===== src/rtl/alu_uart_sequencer_if.sv =====
// Bus between the frame sequencer and its UART RX/TX and ALU neighbours.
// master: the sequencer (drives operands, opcode, tx request and status pulses).
// slave : the surrounding UART/ALU side (drives rx strobe/data, alu result, tx done).
interface alu_uart_sequencer_if #(
  parameter int NB_DATA = 8,
  parameter int NB_OP   = 6
);
  logic               i_rx_done;
  logic [NB_DATA-1:0] i_rx_data;
  logic [NB_DATA-1:0] o_data_a;
  logic [NB_DATA-1:0] o_data_b;
  logic [NB_OP-1:0]   o_operation;
  logic [NB_DATA-1:0] i_alu_result;
  logic               o_tx_start;
  logic [NB_DATA-1:0] o_tx_data;
  logic               i_tx_done;
  logic               o_busy;
  logic               o_timeout;
  logic               o_overrun;

  modport master (
    input  i_rx_done, i_rx_data, i_alu_result, i_tx_done,
    output o_data_a, o_data_b, o_operation, o_tx_start, o_tx_data,
           o_busy, o_timeout, o_overrun
  );

  modport slave (
    output i_rx_done, i_rx_data, i_alu_result, i_tx_done,
    input  o_data_a, o_data_b, o_operation, o_tx_start, o_tx_data,
           o_busy, o_timeout, o_overrun
  );
endinterface


===== src/rtl/alu_uart_sequencer.sv =====
// Purpose: collect A, B, opcode bytes from UART RX, drive the ALU, send the result byte to UART TX.
// Latency: result latched one edge after the opcode edge; o_tx_start high the following cycle.
// Backpressure: none on RX; bytes arriving while a result is in flight are dropped and flagged (o_overrun).
// Ports: i_clock/i_reset (async, active-low) plus bus (master modport): rx strobe/data in,
//        operands/opcode out to ALU, alu result in, tx start/data out, tx done in,
//        status outputs busy/timeout/overrun.
module alu_uart_sequencer #(
  parameter int NB_DATA        = 8,
  parameter int NB_OP          = 6,
  parameter int NB_TIMEOUT     = 16,
  parameter int TIMEOUT_CYCLES = 50000
) (
  input  logic                  i_clock,
  input  logic                  i_reset,
  alu_uart_sequencer_if.master  bus
);

  typedef enum logic [2:0] {
    S_IDLE,
    S_GET_B,
    S_GET_OP,
    S_EXEC,
    S_SEND,
    S_WAIT_TX
  } state_t;

  // Last idle cycle allowed inside a frame before it is discarded.
  localparam logic [NB_TIMEOUT-1:0] TERM = NB_TIMEOUT'(TIMEOUT_CYCLES - 1);

  state_t              state_q;
  logic [NB_DATA-1:0]  data_a_q;
  logic [NB_DATA-1:0]  data_b_q;
  logic [NB_OP-1:0]    op_q;
  logic [NB_DATA-1:0]  tx_data_q;
  logic                tx_start_q;
  logic                timeout_q;
  logic                overrun_q;
  logic [NB_TIMEOUT-1:0] cnt_q;

  always_ff @(posedge i_clock or negedge i_reset) begin
    if (!i_reset) begin
      state_q    <= S_IDLE;
      data_a_q   <= '0;
      data_b_q   <= '0;
      op_q       <= '0;
      tx_data_q  <= '0;
      tx_start_q <= 1'b0;
      timeout_q  <= 1'b0;
      overrun_q  <= 1'b0;
      cnt_q      <= '0;
    end else begin
      // Pulse outputs default low; each state raises them for one cycle only.
      tx_start_q <= 1'b0;
      timeout_q  <= 1'b0;
      overrun_q  <= 1'b0;
      case (state_q)
        S_IDLE: begin
          cnt_q <= '0;
          if (bus.i_rx_done) begin
            data_a_q <= bus.i_rx_data;
            state_q  <= S_GET_B;
          end
        end
        S_GET_B: begin
          // A byte on the terminal-count cycle still wins over the timeout.
          if (bus.i_rx_done) begin
            data_b_q <= bus.i_rx_data;
            cnt_q    <= '0;
            state_q  <= S_GET_OP;
          end else if (cnt_q == TERM) begin
            cnt_q     <= '0;
            timeout_q <= 1'b1;
            state_q   <= S_IDLE;
          end else if (cnt_q != '1) begin
            cnt_q <= cnt_q + 1'b1;
          end
        end
        S_GET_OP: begin
          if (bus.i_rx_done) begin
            op_q    <= bus.i_rx_data[NB_OP-1:0];
            cnt_q   <= '0;
            state_q <= S_EXEC;
          end else if (cnt_q == TERM) begin
            cnt_q     <= '0;
            timeout_q <= 1'b1;
            state_q   <= S_IDLE;
          end else if (cnt_q != '1) begin
            cnt_q <= cnt_q + 1'b1;
          end
        end
        S_EXEC: begin
          // Operands/opcode have been registered for a full cycle, so the ALU output is settled.
          tx_data_q  <= bus.i_alu_result;
          tx_start_q <= 1'b1;
          overrun_q  <= bus.i_rx_done;
          state_q    <= S_SEND;
        end
        S_SEND: begin
          overrun_q <= bus.i_rx_done;
          state_q   <= S_WAIT_TX;
        end
        S_WAIT_TX: begin
          // A coincident RX byte is still dropped even though we return to IDLE.
          overrun_q <= bus.i_rx_done;
          if (bus.i_tx_done) begin
            state_q <= S_IDLE;
          end
        end
        default: state_q <= S_IDLE;
      endcase
    end
  end

  assign bus.o_data_a    = data_a_q;
  assign bus.o_data_b    = data_b_q;
  assign bus.o_operation = op_q;
  assign bus.o_tx_data   = tx_data_q;
  assign bus.o_tx_start  = tx_start_q;
  assign bus.o_timeout   = timeout_q;
  assign bus.o_overrun   = overrun_q;
  assign bus.o_busy      = (state_q != S_IDLE);

endmodule


===== src/flat_wrapper.sv =====
// flat-port wrapper written by rule: the top's interface ports become plain ports
module alu_uart_sequencer_flat 
#(
  parameter int NB_DATA        = 8,
  parameter int NB_OP          = 6,
  parameter int NB_TIMEOUT     = 16,
  parameter int TIMEOUT_CYCLES = 50000
)
  (i_clock, i_reset, bus_i_rx_done, bus_i_rx_data, bus_i_alu_result, bus_i_tx_done, bus_o_data_a, bus_o_data_b, bus_o_operation, bus_o_tx_start, bus_o_tx_data, bus_o_busy, bus_o_timeout, bus_o_overrun);
  alu_uart_sequencer_if #(.NB_DATA(NB_DATA), .NB_OP(NB_OP)) bus_i ();
  input  logic i_clock;
  input  logic i_reset;
  input wire logic [$bits(bus_i.i_rx_done)-1:0] bus_i_rx_done;
  input wire logic [$bits(bus_i.i_rx_data)-1:0] bus_i_rx_data;
  input wire logic [$bits(bus_i.i_alu_result)-1:0] bus_i_alu_result;
  input wire logic [$bits(bus_i.i_tx_done)-1:0] bus_i_tx_done;
  output wire logic [$bits(bus_i.o_data_a)-1:0] bus_o_data_a;
  output wire logic [$bits(bus_i.o_data_b)-1:0] bus_o_data_b;
  output wire logic [$bits(bus_i.o_operation)-1:0] bus_o_operation;
  output wire logic [$bits(bus_i.o_tx_start)-1:0] bus_o_tx_start;
  output wire logic [$bits(bus_i.o_tx_data)-1:0] bus_o_tx_data;
  output wire logic [$bits(bus_i.o_busy)-1:0] bus_o_busy;
  output wire logic [$bits(bus_i.o_timeout)-1:0] bus_o_timeout;
  output wire logic [$bits(bus_i.o_overrun)-1:0] bus_o_overrun;
  assign bus_i.i_rx_done = bus_i_rx_done;
  assign bus_i.i_rx_data = bus_i_rx_data;
  assign bus_i.i_alu_result = bus_i_alu_result;
  assign bus_i.i_tx_done = bus_i_tx_done;
  assign bus_o_data_a = bus_i.o_data_a;
  assign bus_o_data_b = bus_i.o_data_b;
  assign bus_o_operation = bus_i.o_operation;
  assign bus_o_tx_start = bus_i.o_tx_start;
  assign bus_o_tx_data = bus_i.o_tx_data;
  assign bus_o_busy = bus_i.o_busy;
  assign bus_o_timeout = bus_i.o_timeout;
  assign bus_o_overrun = bus_i.o_overrun;
  alu_uart_sequencer #(.NB_DATA(NB_DATA), .NB_OP(NB_OP), .NB_TIMEOUT(NB_TIMEOUT), .TIMEOUT_CYCLES(TIMEOUT_CYCLES)) u_core (.i_clock(i_clock), .i_reset(i_reset), .bus(bus_i));
endmodule

===== config.mk =====
export PLATFORM = sky130hd
export DESIGN_NAME = alu_uart_sequencer_flat
export DESIGN_NICKNAME = d
export VERILOG_FILES = /design/src/rtl/alu_uart_sequencer_if.sv /design/src/rtl/alu_uart_sequencer.sv /design/src/flat_wrapper.sv
export SDC_FILE = /design/constraint.sdc
export NUM_CORES = 1
export LEC_CHECK = 0
export ABC_AREA = 1
export CAP_MARGIN = 40
export CORE_UTILIZATION = 50
export CTS_CLUSTER_SIZE = 20
export DETAILED_ROUTE_END_ITERATION = 8
export PLACE_DENSITY = 0.75
export SYNTH_ARGS = -nofsm -noshare
export SYNTH_HDL_FRONTEND = slang
export SYNTH_SLANG_ARGS = --single-unit

===== constraint.sdc =====
create_clock -name i_clock -period 1.9 [get_ports i_clock]
set_clock_uncertainty 0.05 [all_clocks]
set_input_delay 0.19 -clock i_clock [delete_from_list [all_inputs] [get_ports i_clock]]
set_output_delay 0.19 -clock i_clock [all_outputs]
set_load 0.02 [all_outputs]

==> impl_metrics.toml <==
[run_status]
status = "finished, final reports clean"

[timing]
final_max_slew_viol_count = 0
hold_viol = 0
finalCritPeriodShare_pct = 90.6
max_slew.worst_pin.slew_ns = 0.483
tns_ns = 0
period_needed_ns = 1.72
worst_slack_ns = 0.178
setup_viol_count_final = 0
fmax_ghz = 0.581
grt_setup_unrepaired = "yes"
slew_headroom_pct = 67.8

[cells_and_area]
final_cells = 448
area_growth_pct = 30.1
n_antenna_cell = 0
postLayoutCoreUtil_pct = 68.7
fin_nets = 401
drive_above_1_share_pct = 9.71
fillers = 405

[setup_path]
worstSetupStartpointType = "flip-flop"
cp_max_fo = 14
critPathBufInv = 1
crit_path_top_delay_cell = "dfrtp_1"
worstSetupPathDepth = 10
path_delay_family = "simple AND/OR/NAND/NOR gates"
worstSetupPathType = "reg2reg"
critPathMaxStageDelay_ns = 0.39
required_ns = 2.04
cp.arrival_ns = 1.86
ff2ff_path_depth = 10
path_cells = "ha_1 > nand2_1 > nor2_4 > nand2_2 > nor2_4 > nand2_2 > nand2_8 > inv_1 > nand3_1 > nand2_1"
cp-end-kind = "flip-flop"

[place]
port_buffers = 53
gp_congestion = 0.952
dp_hpwl_um = 4300
place_ws_ns = 0.130
place_inst = 439

[floorplan]
initial_core_util_pct = 52.8
fp.dieArea_sq_um = 5340
core_sq_um = 4790
row_count = 25
fp.dieH_um = 73.1
die_w_um = 73.1
ioPinCount = 54

[clocking]
clk_pin_slew_ns = 0.10
numCtsBuffers = 5
cts_buffer_depth = 2
h-tree-depth = 2
clock_tree.root_cell = "clkbuf_8"
clock_latency_ns = 0.30
clock-sinks = 52
cts_tree = "done"

[yosys]
synth_area_leaders = "dfrtp_1, nand2_1, o21ai_0"
ys_types = 29
yosysTopAreaCell = "dfrtp_1"
synth.avg_cell_area_sq_um = 7.94
yosysWarnings = 0
ys_ff_latch = 52
synth_top_area_share_pct = 51.5
ys_seq_area_share_pct = 51.5
syn_inst = 318
syn-cell-area_sq_um = 2520
synth_fp_nets = 339

[global_route]
grt_antenna_before_repair = 0
grt_overflow = 0
grt_max_degree = 22
grt_pass1_vias = 2137
grt_pass1_wl_um = 9670
grtUsageTotal_pct = 23.8

[power_and_ir_drop]
leakagePower_nw = 1.50
p_sw_share_pct = 40.3
vdd_drop_max_uv = 828
seq_power_share_pct = 36.2
powerDensity_nw_per_um2 = 1410
switching_power_w = 0.00186
pwr-share-clk_pct = 16.2
combPwrFrac_pct = 47.6
p_int_w = 0.00276

[worst_hold_path]
hp-class = "in2async"

[drt]
routed-via-count = 2239
first_iter_violations = 159
drc_errors = 0
ant_nets = 0
vias_per_cell = 5.00
totalWireLength_um = 5690
dr.pass1.iters = 4
routedWlPerCell_um = 12.7

[job]
max_cap_viol_count = 0
## per-layer routing
metal	up-vias	wire (um)	track usage (%)
met5	-	0	0
met4	0	92	8.28
met3	10	346	6.77
met2	56	2660	37.7
met1	1041	2590	31.4
li1	1132	-	-
## registers in the layout, indices dropped and copies added (netlist names)
signal	flops
u_core.cnt_q	16
u_core.bus.o_tx_start	1
u_core.bus.o_timeout	1
u_core.state_q	3
u_core.bus.o_data_a	8
u_core.bus.o_operation	6
u_core.bus.o_data_b	8
u_core.bus.o_tx_data	8
u_core.bus.o_overrun	1
## area by class of cell
type,instances,area [sq um],area share (%)
sequential,52,1300,39.6
multi-input combinational,225,1070,32.7
timing repair buffer,59,576,17.5
inverter,37,139,4.23
tap,67,83.8,2.55
clock buffer,5,68.8,2.09
clock inverter,3,42.5,1.29
## power groups by stage
stage	Sequential [W]	Combinational [W]	Clock, W
finish	0.00167	0.00220	0.000750
global route	0.00172	0.00243	0.000812
CTS	0.00168	0.00220	0.000766
detailed placement	0.00169	0.00219	0
global placement	0.00169	0.00215	0
floorplan	0.00206	0.000890	0
## cell usage after synthesis (all sizes together)
master and count:
a21oi 5, a31oi 1, and3 1, buf 2, clkbuf 2, clkinv 1
dfrtp 52, ha 1, inv 36, nand2 111, nand3 21, nand4 9
nor2 34, nor3 3, o211ai 1, o21ai 36, or2 1, xor2 1
## worst reg2reg max path: cells and delay by family, from the launching register on
family                   cells  cell delay, ns
AND/OR/NAND/NOR              8            0.90
flip-flops                   1            0.39
adder cells (fa/ha/maj)      1            0.19
buffers and inverters        1            0.10
## kinds of logic (layout without fill, tap and decap cells)
kind of cell    after synthesis  count (layout)  share of synthesized area (%)
compound gates               43              43                           9.12
xor+xnor                      1               1                          0.347
buf+inv                      41             104                           6.44
fa+ha+maj                     1               1                          0.495
flops                        52              52                           51.5
simple gates                180             180                           32.1
## through the flow
| step | power, W | hold slack [ns] | area [sq um] |
|---|---|---|---|
| 2_1_floorplan | 0.00295 | -0.156 | 2520 |
| 3_3_place_gp | 0.00384 | 0.127 | 3150 |
| 3_5_place_dp | 0.00388 | 0.131 | 3150 |
| 4_1_cts | 0.00464 | 0.336 | 3270 |
| 5_1_grt | 0.00496 | 0.359 | 3290 |
| 6_report | 0.00463 | 0.318 | 3290 |
## worst paths after layout
| check | slack [ns] | end | startpoint |
|---|---|---|---|
| max | 0.18 | u_core.cnt_q[9] | u_core.cnt_q[0] |
| min | 0.32 | u_core.cnt_q[6] | i_reset |
| max reg2reg | 0.18 | u_core.cnt_q[9] | u_core.cnt_q[0] |
| min reg2reg | 0.42 | u_core.bus.o_tx_data[3] | u_core.bus.o_tx_data[3] |
| max in group asynchronous | 0.86 | u_core.cnt_q[12] | i_reset |
| min in group i_clock | 0.37 | u_core.bus.o_tx_data[3] | bus_i_alu_result[3] |
## timing repair
| item | in CTS | in global routing |
|---|---|---|
| endpoints found under the hold margin | 19 | 0 |
| setup endpoints to repair | 0 | 6 |
| gates resized for setup | 0 | 3 |
| setup buffers | 0 | 0 |
| hold buffers | 1 | 0 |
## cells in the final DEF (no fill, tap or decap), types with 3 or more instances in the layout
cell type          n
a21oi_1            4
nor2_4             5
nand3_1           19
clkdlybuf4s50_1   51
nand4_1            9
inv_2              6
clkbuf_8           5
nand2_2            3
o21ai_0           30
dfrtp_1           52
o21ai_1            4
inv_1             30
nand2_1          106
nor2_1            29
buf_4              5
No activity file was read; power rests on OpenSTA's default activity.
==> variant 1: new RTL, same settings <==
`NB_TIMEOUT` is set to 16 in 2 places; all go to 15.
--- a/src/rtl/alu_uart_sequencer.sv
+++ b/src/rtl/alu_uart_sequencer.sv
@@ -7,7 +7,7 @@
 module alu_uart_sequencer #(
   parameter int NB_DATA        = 8,
   parameter int NB_OP          = 6,
-  parameter int NB_TIMEOUT     = 16,
+  parameter int NB_TIMEOUT     = 15,
   parameter int TIMEOUT_CYCLES = 50000
 ) (
   input  logic                  i_clock,
--- a/src/flat_wrapper.sv
+++ b/src/flat_wrapper.sv
@@ -3,7 +3,7 @@
 #(
   parameter int NB_DATA        = 8,
   parameter int NB_OP          = 6,
-  parameter int NB_TIMEOUT     = 16,
+  parameter int NB_TIMEOUT     = 15,
   parameter int TIMEOUT_CYCLES = 50000
 )
   (i_clock, i_reset, bus_i_rx_done, bus_i_rx_data, bus_i_alu_result, bus_i_tx_done, bus_o_data_a, bus_o_data_b, bus_o_operation, bus_o_tx_start, bus_o_tx_data, bus_o_busy, bus_o_timeout, bus_o_overrun);
Formal check against the unedited RTL: no difference found for any inputs over 10 cycles, from zero or initial values and one cycle with i_reset low; that may be too few to reach the edited logic, so the function may still have changed.
==> variant 1 against the original RTL <==
  * Wire length is 7.4% lower
  * Sequential cell count is 1 lower
  * Total power is 6.7% lower
  * Final area is 4.3% lower
  * Non-clock buffer count is 5 higher
  * First-iteration DRC count is 0.63% lower
  * Area after synthesis is 4.3% lower
  * Die area is 4.1% lower
  * Count of clock-buffer cells in the layout is 1 higher
  * Worst setup slack worse by 0.055 ns
  * Core utilization is 1.2 points higher
==> variant 1: results (changes against the original RTL) <==
Outcome
  – Status: finished, final reports clean (unchanged)

GRT
  – Met1 Resource Use GR: 31.4% (about the same)
  – Tot GR Track Use: 23.2% (was 23.8%)
  – Largest net degree at the start of global routing: 52 (was 22)
  – Met3 layer usage reported by global route: 5.20% (was 6.77%)
  – Vias in the first global route: 2002 (was 2137)
  – GR Layer Usage met2: 37.4% (was 37.7%)
  – Global-route wire length before repair: 9.17 mm (was 9.67 mm)

Setup path
  – CP max stage delay: 0.60 ns (was 0.39 ns)
  – Crit path max-delay family: buffers and inverters (was simple AND/OR/NAND/NOR gates)
  – Reg2reg path depth: 7 (was 10)
  – Worst Path Arrival: 1.54 ns (was 1.86 ns)
  – CP max stage cell: clkdlybuf4s50_1 (was dfrtp_1)

Placement
  – Dpl ws: 0.222 ns (was 0.130 ns)
  – Cell Count Post-Placement: 408 (was 439)
  – DP Area: 3040 sq um (was 3150 sq um)
  – RePlAce Congestion: 0.943 (was 0.952)
  – Post-detail-place hpwl: 3.85 mm (was 4.30 mm)

Yosys
  – Synth Area in XOR/XNOR: 2.17% (was 0.347%)
  – Compound-cell area share of the yosys netlist: 8.39% (was 9.12%)
  – Synth Net Count: 321 (was 339)
  – Cells after synthesis: 300 (was 318)
  – Synth Area in Adders: 0.518% (was 0.496%)
  – Top cells by count, synth: nand2_1, dfrtp_1, inv_1 (was nand2_1, dfrtp_1, inv_1, o21ai_0, nor2_1)
  – Largest cells by area after synthesis: dfrtp_1, nand2_1, o21ai_0 (unchanged)

Cells and area
  – Fin area: 3150 sq um (was 3290 sq um)
  – # fillers: 368 (was 405)
  – Plain + repair buffers: 64 (was 59)
  – Share of layout cells above drive strength 1: 7.95% (was 9.71%)
  – Total Nets Final: 385 (was 401)
  – CLK BUF: 6 (was 5)
  – Signal inverters: 36 (was 37)
  – Buffering overhead: 19.4% (was 17.5%)

Pwr
  – Part of the power in registers: 38.3% (was 36.2%)
  – Comb pwr: 2.04 mW (was 2.20 mW)
  – VDD IR-drop max: 0.000937 V (was 0.000828 V)
  – Switching Share: 39.6% (was 40.3%)

Drt
  – Vias per cell: 5.08 (was 5.00)
  – Initial DRC Count: 158 (was 159)
  – DR vias: 2120 (was 2239)
  – Met3 WL post-DR: 329 microns (was 346 microns)
  – Met2 wire length: 2.39 mm (was 2.66 mm)

Floorplan
  – Tap Cells: 52 (was 67)

Hold path
  – Hold Path Class: in -> reg (was in -> async)
-- variant 1: cell count changes after synthesis, moves of 2 or more --
| cell | unedited run | this run |
|---|---|---|
| o21ai_1 | 4 | 2 |
| inv_2 | 6 | 1 |
| buf_2 | 1 | 3 |
| nor2_1 | 29 | 20 |
| xor2_1 | 1 | 6 |
| nor2_4 | 4 | 1 |
| nand4_1 | 9 | 12 |
| inv_1 | 30 | 35 |
| nand3_2 | 2 | 0 |
| nand2_1 | 106 | 98 |
-- variant 1: worst paths after layout --
check / startpoint / to / slack [ns]
max: u_core.state_q[2] / bus_o_busy / 0.12
min: bus_i_alu_result[0] / u_core.bus.o_tx_data[0] / 0.37
max reg2reg: u_core.state_q[2] / u_core.cnt_q[10] / 0.24
min reg2reg: u_core.bus.o_tx_data[5] / u_core.bus.o_tx_data[5] / 0.43
max in group asynchronous: i_reset / u_core.cnt_q[1] / 0.92
min in group asynchronous: i_reset / u_core.bus.o_tx_data[7] / 0.45
==> variant 2: new RTL, config.mk and constraints unchanged <==
Made on the original files. Make the reset (`i_reset`) synchronous in one clocked block. Comments in the files are not updated.
--- a/src/rtl/alu_uart_sequencer.sv
+++ b/src/rtl/alu_uart_sequencer.sv
@@ -37,7 +37,7 @@
   logic                overrun_q;
   logic [NB_TIMEOUT-1:0] cnt_q;
 
-  always_ff @(posedge i_clock or negedge i_reset) begin
+  always_ff @(posedge i_clock) begin
     if (!i_reset) begin
       state_q    <= S_IDLE;
       data_a_q   <= '0;
Behaviour: differs if i_reset is asserted again (counterexample within 4 cycles, from zero or initial values and one cycle with i_reset low); with i_reset held inactive, the same outputs for 10 cycles.
==> variant 2 against the original RTL <==
  * Critical endpoint is now u_core.cnt_q[7]
  * Critical path depth rose by 1
  * Cell count rose by 3.3%
  * Sequential share of layout area fell by 6.8 points
  * Worst setup slack improved by 0.012 ns
  * Worst hold slack improved by 0.079 ns
  * Final area fell by 3.4%
  * Area after synthesis fell by 4.1%
  * Sequential cell count did not move
  * Wire length rose by 3.5%
  * Highest routed layer unchanged
Power is not compared: it rests on default switching activity, and its combinational part moved more than twofold at a synthesized area within 25%.
==> variant 2: results (changes against the original RTL) <==
Cells and area
  – FF+latch area: 1040 sq um (was 1300 sq um)
  – Multi-input logic cell count: 248 (was 225)
  – # fillers: 392 (was 405)
  – Clock-cell share: 2.72% (was 3.39%)
  – Fraction of area in multi-input gates: 38.4% (was 32.7%)
  – Buffering overhead: 19.4% (was 17.5%)
  – CLK BUF: 6 (was 5)
  – Total Nets Final: 431 (was 401)
  – Share of layout cells above drive strength 1: 10.5% (was 9.71%)

Placement
  – Dpl ws: 0.0681 ns (was 0.130 ns)
  – RePlAce Congestion: 0.880 (was 0.952)
  – Post-detail-place hpwl: 4.42 mm (was 4.30 mm)
  – DP Area: 3050 sq um (was 3150 sq um)

Drt
  – Vias per cell: 5.10 (was 5.00)
  – Met2 wire length: 2.55 mm (was 2.66 mm)
  – Met3 WL post-DR: 383 microns (was 346 microns)
  – Routed WL: 5.88 mm (was 5.69 mm)
  – DR vias: 2360 (was 2239)

Timing
  – Hold_ws: 0.397 ns (was 0.318 ns)
  – Slew headroom: 67.6% (was 67.8%)

Yosys
  – Synth Area in XOR/XNOR: 0.723% (was 0.347%)
  – Syn Area/Cell: 6.96 sq um (was 7.94 sq um)
  – Top cells by count, synth: nor2_1, nand2_1, dfxtp_1 (was nand2_1, dfrtp_1, inv_1, o21ai_0, nor2_1)
  – Async SR Flop Fraction: 0% (was 100%)
  – Synth Net Count: 369 (was 339)
  – Largest cells by area after synthesis: dfxtp_1, nor2_1, nand2_1 (was dfrtp_1, nand2_1, o21ai_0)

Outcome
  – Status: finished, final reports clean (unchanged)

GRT
  – GR Layer Usage met2: 38.6% (was 37.7%)
  – Largest net degree at the start of global routing: 25 (was 22)
  – Vias in the first global route: 2212 (was 2137)
  – Global-route wire length before repair: 10.2 mm (was 9.67 mm)

Floorplan
  – Die X: 71.6 microns (was 73.1 microns)

Setup path
  – Worst r2r src: u_core.cnt_q[1] (was u_core.cnt_q[0])
  – CP max stage cell: dfxtp_1 (was dfrtp_1)
  – CP Max Fanout: 8 (was 14)
==> variant 2: cell types whose count changed after synthesis, sizes merged, moves of 7 or more <==
| cell | unedited run | this run |
|---|---|---|
| dfxtp | 0 | 52 |
| o21ai | 36 | 29 |
| nor2 | 34 | 79 |
| dfrtp | 52 | 0 |
| nand2 | 111 | 66 |
| a21oi | 5 | 25 |
==> variant 2: worst max-delay path by stage <==
| stage | start | endpoint | slack [ns] | depth (start not counted) |
|---|---|---|---|---|
| 2_1_floorplan | u_core.cnt_q[0] | u_core.cnt_q[8] | 0.37 | 11 |
| 3_3_place_gp | u_core.cnt_q[0] | u_core.cnt_q[1] | 0.15 | 10 |
| 3_5_place_dp | u_core.cnt_q[0] | u_core.cnt_q[7] | 0.07 | 11 |
| 4_1_cts | u_core.state_q[0] | bus_o_busy | 0.02 | 3 |
| 5_1_grt | u_core.cnt_q[1] | u_core.cnt_q[7] | 0.03 | 11 |
| 6_report | u_core.cnt_q[1] | u_core.cnt_q[7] | 0.19 | 11 |
